===== src/rtl/axis_slaver_sink_if.sv =====
// axi_stream_inf: AXI-stream bundle shared by the stream producers and consumers.
// Latency: none, wires only.
// Backpressure: tready flows from slaver to master; a beat moves when tvalid & tready.
interface axi_stream_inf #(
  parameter int DSIZE = 32,
  parameter int KSIZE = DSIZE / 8,
  parameter int USIZE = 1
) (
  input logic aclk,
  input logic aresetn
);

  logic             tvalid;
  logic             tready;
  logic [DSIZE-1:0] tdata;
  logic [KSIZE-1:0] tkeep;
  logic             tlast;
  logic [USIZE-1:0] tuser;

  modport slaver (
    input  aclk,
    input  aresetn,
    input  tvalid,
    input  tdata,
    input  tkeep,
    input  tlast,
    input  tuser,
    output tready
  );

  modport master (
    input  aclk,
    input  aresetn,
    input  tready,
    output tvalid,
    output tdata,
    output tkeep,
    output tlast,
    output tuser
  );

endinterface


===== src/rtl/axis_slaver_sink.sv =====
// axis_slaver_sink: consumes an AXI stream and keeps beat/byte/packet/user statistics.
// Latency: statistics and last_pkt_len update 1 cycle after acceptance; pkt_done pulses the cycle after a tlast beat.
// Backpressure: tready is registered from sink_en and an 8-phase rotating ready_pattern, never from tvalid.
module axis_slaver_sink #(
  parameter int CNT_W = 32,
  parameter int LEN_W = 16
) (
  axi_stream_inf.slaver    slaver,
  input  logic             sink_en,
  input  logic [7:0]       ready_pattern,
  input  logic             clear,
  output logic [CNT_W-1:0] beat_cnt,
  output logic [CNT_W-1:0] byte_cnt,
  output logic [CNT_W-1:0] pkt_cnt,
  output logic [CNT_W-1:0] user_cnt,
  output logic [LEN_W-1:0] last_pkt_len,
  output logic             pkt_done,
  output logic             in_pkt
);

  localparam int KSIZE = $bits(slaver.tkeep);
  localparam int PW    = $clog2(KSIZE + 1);
  localparam int SW    = ((CNT_W > PW) ? CNT_W : PW) + 1;

  localparam logic [CNT_W-1:0] CNT_MAX = '1;
  localparam logic [LEN_W-1:0] LEN_MAX = '1;

  typedef enum logic [0:0] {
    S_IDLE = 1'b0,
    S_PKT  = 1'b1
  } state_t;

  logic             clk;
  logic             rst_n;
  logic [2:0]       phase;
  logic             armed;
  logic             tready_q;
  logic             acc;
  logic             acc_last;
  state_t           state;
  state_t           state_nxt;
  logic [LEN_W-1:0] cur_len;
  logic [LEN_W-1:0] len_nxt;
  logic [PW-1:0]    keep_pop;
  logic [SW-1:0]    byte_sum;
  logic [CNT_W-1:0] byte_nxt;

  // tdata is consumed and discarded; upper tuser bits carry nothing for us
  logic unused_payload;
  assign unused_payload = ^{slaver.tdata, slaver.tuser};

  assign clk   = slaver.aclk;
  assign rst_n = slaver.aresetn;

  function automatic logic [CNT_W-1:0] sat_inc(input logic [CNT_W-1:0] v);
    return (v == CNT_MAX) ? v : v + CNT_W'(1);
  endfunction

  // A beat is accepted only on a real handshake
  assign acc           = slaver.tvalid & tready_q;
  assign acc_last      = acc & slaver.tlast;
  assign slaver.tready = tready_q;

  // Rotate the backpressure phase and register tready; armed holds tready low
  // for the first edge after reset release
  always_ff @(posedge clk or negedge rst_n) begin
    if (!rst_n) begin
      phase    <= 3'd0;
      armed    <= 1'b0;
      tready_q <= 1'b0;
    end else begin
      armed    <= 1'b1;
      tready_q <= armed & sink_en & ready_pattern[phase];
      if (sink_en) begin
        phase <= phase + 3'd1;
      end
    end
  end

  // Number of valid bytes in the current beat
  always_comb begin
    keep_pop = '0;
    for (int i = 0; i < KSIZE; i++) begin
      keep_pop = keep_pop + PW'(slaver.tkeep[i]);
    end
  end

  // Saturating byte accumulation, done one bit wider so overflow is visible
  always_comb begin
    byte_sum = SW'(byte_cnt) + SW'(keep_pop);
    if (byte_sum > SW'(CNT_MAX)) begin
      byte_nxt = CNT_MAX;
    end else begin
      byte_nxt = byte_sum[CNT_W-1:0];
    end
  end

  // Packet length including the beat being accepted now
  always_comb begin
    if (state == S_IDLE) begin
      len_nxt = LEN_W'(1);
    end else if (cur_len == LEN_MAX) begin
      len_nxt = LEN_MAX;
    end else begin
      len_nxt = cur_len + LEN_W'(1);
    end
  end

  // FSM state register
  always_ff @(posedge clk or negedge rst_n) begin
    if (!rst_n) begin
      state <= S_IDLE;
    end else begin
      state <= state_nxt;
    end
  end

  // FSM next state: open on a non-last beat, close on a last beat
  always_comb begin
    state_nxt = state;
    case (state)
      S_IDLE:  if (acc && !slaver.tlast) state_nxt = S_PKT;
      S_PKT:   if (acc_last)             state_nxt = S_IDLE;
      default: state_nxt = S_IDLE;
    endcase
  end

  // FSM outputs
  always_comb begin
    in_pkt = (state == S_PKT);
  end

  // Running length of the packet in flight; unaffected by clear
  always_ff @(posedge clk or negedge rst_n) begin
    if (!rst_n) begin
      cur_len <= '0;
    end else if (acc) begin
      cur_len <= len_nxt;
    end
  end

  // Packet-end pulse, independent of clear
  always_ff @(posedge clk or negedge rst_n) begin
    if (!rst_n) begin
      pkt_done <= 1'b0;
    end else begin
      pkt_done <= acc_last;
    end
  end

  // Statistics; clear wins over a beat accepted in the same cycle
  always_ff @(posedge clk or negedge rst_n) begin
    if (!rst_n) begin
      beat_cnt     <= '0;
      byte_cnt     <= '0;
      pkt_cnt      <= '0;
      user_cnt     <= '0;
      last_pkt_len <= '0;
    end else if (clear) begin
      beat_cnt     <= '0;
      byte_cnt     <= '0;
      pkt_cnt      <= '0;
      user_cnt     <= '0;
      last_pkt_len <= '0;
    end else if (acc) begin
      beat_cnt <= sat_inc(beat_cnt);
      byte_cnt <= byte_nxt;
      if (slaver.tuser[0]) begin
        user_cnt <= sat_inc(user_cnt);
      end
      if (slaver.tlast) begin
        pkt_cnt      <= sat_inc(pkt_cnt);
        last_pkt_len <= len_nxt;
      end
    end
  end

endmodule


===== src/flat_wrapper.sv =====
// flat-port wrapper written by rule: the top's interface ports become plain ports
module axis_slaver_sink_flat 
#(
  parameter int CNT_W = 32,
  parameter int LEN_W = 16
)
  (sink_en, ready_pattern, clear, beat_cnt, byte_cnt, pkt_cnt, user_cnt, last_pkt_len, pkt_done, in_pkt, aclk, aresetn, slaver_tvalid, slaver_tdata, slaver_tkeep, slaver_tlast, slaver_tuser, slaver_tready);
  axi_stream_inf #(.DSIZE(32)) slaver_i (.aclk(aclk), .aresetn(aresetn));
  input  logic sink_en;
  input  logic [7:0] ready_pattern;
  input  logic clear;
  output logic [CNT_W-1:0] beat_cnt;
  output logic [CNT_W-1:0] byte_cnt;
  output logic [CNT_W-1:0] pkt_cnt;
  output logic [CNT_W-1:0] user_cnt;
  output logic [LEN_W-1:0] last_pkt_len;
  output logic pkt_done;
  output logic in_pkt;
  input wire logic aclk;
  input wire logic aresetn;
  input wire logic [$bits(slaver_i.tvalid)-1:0] slaver_tvalid;
  input wire logic [$bits(slaver_i.tdata)-1:0] slaver_tdata;
  input wire logic [$bits(slaver_i.tkeep)-1:0] slaver_tkeep;
  input wire logic [$bits(slaver_i.tlast)-1:0] slaver_tlast;
  input wire logic [$bits(slaver_i.tuser)-1:0] slaver_tuser;
  output wire logic [$bits(slaver_i.tready)-1:0] slaver_tready;
  assign slaver_i.tvalid = slaver_tvalid;
  assign slaver_i.tdata = slaver_tdata;
  assign slaver_i.tkeep = slaver_tkeep;
  assign slaver_i.tlast = slaver_tlast;
  assign slaver_i.tuser = slaver_tuser;
  assign slaver_tready = slaver_i.tready;
  axis_slaver_sink #(.CNT_W(CNT_W), .LEN_W(LEN_W)) u_core (.slaver(slaver_i), .sink_en(sink_en), .ready_pattern(ready_pattern), .clear(clear), .beat_cnt(beat_cnt), .byte_cnt(byte_cnt), .pkt_cnt(pkt_cnt), .user_cnt(user_cnt), .last_pkt_len(last_pkt_len), .pkt_done(pkt_done), .in_pkt(in_pkt));
endmodule

===== config.mk =====
export PLATFORM = sky130hd
export DESIGN_NAME = axis_slaver_sink_flat
export DESIGN_NICKNAME = d
export VERILOG_FILES = /design/src/rtl/axis_slaver_sink_if.sv /design/src/rtl/axis_slaver_sink.sv /design/src/flat_wrapper.sv
export SDC_FILE = /design/constraint.sdc
export NUM_CORES = 1
export LEC_CHECK = 0
export CORE_MARGIN = 2
export CORE_UTILIZATION = 40
export DETAILED_ROUTE_END_ITERATION = 7
export PLACE_DENSITY = 0.63
export REMOVE_ABC_BUFFERS = 1
export SLEW_MARGIN = 20
export SYNTH_ARGS = -nofsm -noshare
export SYNTH_HDL_FRONTEND = slang
export SYNTH_SLANG_ARGS = --single-unit

===== constraint.sdc =====
create_clock -name aclk -period 6.1 [get_ports aclk]
set_input_delay 0.915 -clock aclk [delete_from_list [all_inputs] [get_ports aclk]]
set_output_delay 0.915 -clock aclk [all_outputs]
set_load 0.05 [all_outputs]

Word-level counts from Yosys, hierarchy flattened
Index checks and enable logic that the tools add are counted.
{"block": "word_totals", "reg_bits": 167, "latchBits": 0, "mem_bits_rw": 0, "rom_bits": 0, "out_inout_bits": 147, "n_memories": 0}
{"block": "op_classes", "n_addsub": 9, "n_mul": 0, "div_mod_pow": 0, "order_cmp": 2, "eq_ne": 7, "shift": 0, "mux": 24, "bitwise_logic": 5, "n_reduce_logical": 9}
{"cell": "two-way mux 32 bit", "n": 14}
{"cell": "adder 32 x 1 -> 32 bit, second input constant", "n": 3}
{"cell": "equality test 32 bit, second input constant", "n": 3}
{"cell": "two-way mux 16 bit", "n": 5}
{"cell": "adder 32 x 3 -> 33 bit", "n": 1}
{"cell": "> comparator 33 x 32 -> 1 bit, second input constant", "n": 1}
{"cell": "adder 16 x 1 -> 16 bit, second input constant", "n": 1}
{"cell": "equality test 16 bit, second input constant", "n": 1}
{"cell": "adder 3 x 1 -> 3 bit", "n": 2}
{"cell": "inequality test 2 bit, second input constant", "n": 3}
{"cell": "AND reduction 3 bit", "n": 2}
{"cell": "nonzero test 2 bit", "n": 3}
{"cell": "AND 1 bit", "n": 4}
{"cell": "< comparator 3 x 4 -> 1 bit, second input constant", "n": 1}
{"cell": "AND reduction 2 bit", "n": 2}
{"cell": "adder 3 x 1 -> 3 bit, second input constant", "n": 1}
{"cell": "binary-select mux 1 bit (select 3 bit)", "n": 1}
{"cell": "two-way mux 1 bit", "n": 3}
{"cell": "adder 1 x 1 -> 2 bit", "n": 1}
{"cell": "one-hot mux 1 bit (2 select lines)", "n": 1}
{"cell": "logical AND 1 bit", "n": 1}
{"cell": "logical NOT 1 bit", "n": 1}
{"cell": "NOT 1 bit", "n": 1}

Depth between registers and ports, before layout
{"block": "logic_depth", "word_depth": 8, "depth_mapped": 13, "mapped_depth_nobuf": 11}

Worst setup path before layout
No wires, ideal clock.
{"block": "synth_path", "path_type": "input port to flip-flop", "start": "in slaver_tkeep[0]", "end": "reg u_core.byte_cnt[11]", "arrival_time_ns": 3.518, "t_required_ns": 5.971, "path_slack_ns": 2.453, "stages": 11, "cell_sequence": "ha_1 > inv_1 > fa_1 > inv_1 > ha_1 > fa_1 > a21oi_1 > nor4_2 > a31oi_2 > a31oi_1 > a21boi_0"}
{"block": "synth_via", "elab_chain_len": 8}
{"item": "start, declared", "line": "flat_wrapper.sv:23", "source": "input wire logic [$bits(slaver_i.tkeep)-1:0] slaver_tkeep;"}
{"item": "adder 1 x 1 -> 2 bit *", "line": "axis_slaver_sink.sv:84", "source": "keep_pop = keep_pop + PW'(slaver.tkeep[i]);"}
{"item": "adder 3 x 1 -> 3 bit * (2 in series)", "line": "axis_slaver_sink.sv:84"}
{"item": "adder 32 x 3 -> 33 bit *", "line": "axis_slaver_sink.sv:90", "source": "byte_sum = SW'(byte_cnt) + SW'(keep_pop);"}
{"item": "> comparator 33 x 32 -> 1 bit", "line": "axis_slaver_sink.sv:91", "source": "if (byte_sum > SW'(CNT_MAX)) begin"}
{"item": "two-way mux 32 bit *", "line": "axis_slaver_sink.sv:91"}
{"item": "two-way mux 32 bit *", "line": "axis_slaver_sink.sv:165", "source": "end else if (acc) begin"}
{"item": "two-way mux 32 bit *", "line": "axis_slaver_sink.sv:159", "source": "end else if (clear) begin"}
{"item": "end signal, assigned", "line": "axis_slaver_sink.sv:167", "source": "byte_cnt <= byte_nxt;"}
{"item": "end, declared", "line": "axis_slaver_sink.sv:13", "source": "output logic [CNT_W-1:0] byte_cnt,"}
Every way passes the cells marked *; elsewhere a longest branch is shown, timed or not. The select of a mux whose other input is x is not followed.
A chain may end at the register's enable or synchronous reset.

Worst setup path after layout
Same ends and word-level chain as after synthesis.

==> summary.md <==
| Metric | Value |
|---|---|
| Outcome | `finished clean` |
| Vias in the first global route | `8126` |
| Final worst slack | `2218 ps` |
| N_diodes | `0` |
| Post-route DRC violation count | `0` |
| Gpl congestion | `0.8006` |
| DR WL/cell | `16.79 µm` |
| R2R Setup Slk | `3300 ps` |
| Number of synthesized register bits | `167` |
| Hold WC Path Type | `flip-flop to flip-flop` |
| Synth unique cells | `76` |
| Worst r2r src | `u_core.byte_cnt[4]` |
| Worst reg-to-reg path cell count | `5` |
| Synth warn | `0` |
| Worst Hold Launch | `u_core.last_pkt_len[13]` |
| Area of the multi-input gates | `4878 µm²` |
| H-tree depth reported by CTS | `4` |
| DR vias | `8642` |
| Sequential standard cell area | `4179 µm²` |
| Initial Util | `40.46%` |
| Syn Area/Cell | `9.042 µm²` |
| CP Data Required Time | `6450 ps` |
| Crit path from | `slaver_tkeep[0]` |
| Worst relative slew slack | `40.06%` |
| Tmin final | `3882 ps` |
| M1 WL | `12110 µm` |
| Final Hold Violating Endpoints | `0` |
| Top sig layer | `met4` |
| Cell count after synthesis | `1041` |
| Worst-Skew Late Latency | `430 ps` |
| Post-place setup slack | `1807 ps` |
| Delay of the slowest cell on the worst path | `640 ps` |
| Leakage power | `4.510 nW` |
| Fraction of layout cells with a size suffix above 1 | `6.397%` |
| Largest net degree at the start of global routing | `85` |
| Port bufs | `165` |
| Worst path buffer plus inverter count | `4` |
| Maximum clock insertion buffer count | `2` |
| Sequence of cells on the critical path | `clkdlybuf4s50_1, ha_1, inv_1, fa_1, inv_1, ha_1, fa_1, a21oi_1, buf_4, nor4_2, a31oi_2, a31oi_1, a21boi_0` |
| # fillers | `2270` |
| Slew @ Worst Pin | `895.9 ps` |
| GRT Overall Usage | `20.85%` |
| CTS tree | `done` |
| Initial DRC Count | `479` |
| Row count | `56` |
| Fin nets | `1240` |
| Setup crit start kind | `input port` |
| EDFF count, synth | `0` |
| Final setup vio count | `0` |
| CP Max Fanout | `9` |
| Netlist Area Pre-Place | `9413 µm²` |
| Kind of critical path | `input port to flip-flop` |
| Worst-case hold path end point | `u_core.last_pkt_len[13]` |
| Total grt overflow | `0` |
| Number of routed nets with antenna violations | `0` |
| Commonest non-fill, non-tap cell in the layout | `dfrtp_1` |
| Worst Hold Depth | `2` |
| Initial antenna violation count | `1` |
| Worst setup EP type | `flip-flop` |
| Die height | `157.4 µm` |
| TritonCTS sink count | `167` |
| Post-Route WL | `25310 µm` |
| Final number of max-transition violations | `0` |
| Die area | `24770 µm²` |
| Setup tns final | `0 ps` |
| Most frequent cells in the layout | `dfrtp_1 (167), clkdlybuf4s50_1 (163), nor2_1 (93), a21oi_1 (77), o21ai_0 (76)` |
| Vias per inst | `5.735` |
| Root Driver | `clkbuf_16` |
| Worst clock skew | `15.42 ps` |
| Top FF cell, synth | `dfrtp_1` |
| Register area share after synthesis | `44.40%` |
| Data arrival, critical path | `4230 ps` |
| Dpl hpwl | `16840 µm` |
| Worst vdd ir | `0.1253 mV` |
| Met3 Wirelength | `1290 µm` |
| CTS clk-pin slew, worst paths | `70 ps` |
| Ys async rst share | `100.0%` |
| Worst-path cell with the longest stage delay | `nor4_2` |
| Die X-Extent | `157.4 µm` |
| Post_cts resized | `0` |
| Max-cap violations | `0` |
| P&R area growth vs syn | `26.59%` |
| Drt first pass iters | `5` |
| CP delay by family, top | `adder cells` |
| Met2 wire len | `11590 µm` |
| First-pass GRT wire length | `41900 µm` |
| Postcts setup bufs | `0` |
| Total core area | `23260 µm²` |
| Inserted Clock Buffers | `17` |
| Cell Pwr Density | `218.8 nW/µm²` |
| # hold bufs at CTS | `0` |
| F_max | `0.2576 GHz` |
| Final Cycle Share | `63.63%` |
| RSZ-0062 raised after global routing | `no` |
| Reg2reg end | `u_core.byte_cnt[25]` |
| I/O pins | `198` |
==> logic make-up after synthesis <==
family                     count (synthesis)  share of synthesized area [%]
other                                      1                        0.03984
AOI/OAI and AO/OA                        245                          15.86
buffers and inverters                     88                          3.788
and+or+nand+nor                          472                          28.19
adders and majority gates                 12                          1.755
xor gates and xnor gates                  33                          3.071
DFF                                      167                          44.40
muxes                                     23                          2.898
==> metal layers <==
layer / up-vias / global-route usage [%]
li1: 4163 / -
met1: 4244 / 29.55
met2: 211 / 32.79
met3: 24 / 4.323
met4: 0 / 4.848
met5: - / 0
==> worst max path at each step <==
stage / to / slack (ps) / cells after the start
after floorplan: u_core.byte_cnt[11] / 2450 / 11
after global placement: u_core.byte_cnt[26] / 1780 / 13
after detailed placement: u_core.byte_cnt[11] / 1810 / 13
after CTS: u_core.byte_cnt[11] / 2230 / 13
after global routing: u_core.byte_cnt[11] / 1830 / 13
final: u_core.byte_cnt[11] / 2220 / 13
==> area by class of cell <==
class	instances	share of cell area (%)
clock buffer	18	3.602
clock inverter	12	1.481
timing repair buffer	176	14.64
inverter	29	0.9136
multi-input combinational	786	40.94
tap	319	3.350
sequential	167	35.07
==> worst register-to-register path, stage by stage, from the launching register on <==
cell and delay [ps]:
dfrtp_1 530, nand4_4 220, nor3_1 620, nand4_1 680, and4_1 470, nor4_1 210
==> cell usage after synthesis (9+ instances only) <==
cell | n | area share (%)
xnor2_1 | 16 | 1.5
nor4_1 | 20 | 1.3
and4_1 | 16 | 1.5
buf_2 | 12 | 0.64
nand2_1 | 73 | 2.9
or3_1 | 44 | 2.9
nor2_1 | 93 | 3.7
clkbuf_1 | 41 | 1.6
o21ai_0 | 76 | 4.0
or4_1 | 21 | 1.7
a31oi_1 | 17 | 1.1
nor2b_1 | 14 | 0.93
nand3_1 | 52 | 2.8
inv_1 | 29 | 1.2
o31ai_1 | 19 | 1.5
nand4_1 | 45 | 3.0
a21oi_1 | 77 | 4.1
xor2_1 | 17 | 1.6
a311oi_1 | 9 | 0.84
nor3_1 | 29 | 1.5
ha_1 | 10 | 1.3
and3_1 | 19 | 1.3
dfrtp_1 | 167 | 44
==> sequential cells by signal, summed over array words and instances (netlist names), named ones only <==
| register | flops |
|---|---|
| u_core.last_pkt_len | 16 |
| u_core.slaver.tready | 1 |
| u_core.pkt_cnt | 32 |
| u_core.pkt_done | 1 |
| u_core.cur_len | 16 |
| u_core.user_cnt | 32 |
| u_core.beat_cnt | 32 |
| u_core.byte_cnt | 32 |
| u_core.phase | 3 |
| u_core.armed | 1 |
==> through the flow <==
| stage | std cells | utilization (%) | hold WS, ps | power, mW | cell area [µm²] |
|---|---|---|---|---|---|
| 3_3_place_gp | 1475 | 48.50 | 458.7 | 1.488 | 11280 |
| 2_1_floorplan | 982 | - | 463.6 | 1.362 | 9165 |
| 6_report | 1507 | 51.22 | 465.7 | 2.607 | 11920 |
| 3_5_place_dp | 1475 | 48.50 | 455.7 | 1.491 | 11280 |
| 5_1_grt | 1507 | 51.22 | 503.8 | 2.720 | 11920 |
| 4_1_cts | 1505 | 51.11 | 469.8 | 2.640 | 11890 |
==> report_power, final <==
group	total (mW)	leakage (nW)	internal [mW]	switching, mW
combinational	0.277	1.90	0.102	0.175
clock	1.14	0.292	0.682	0.458
sequential	1.19	2.32	1.14	0.0515
total	2.61	4.51	1.92	0.684
Note: power is estimated with default switching activity, not from simulation.
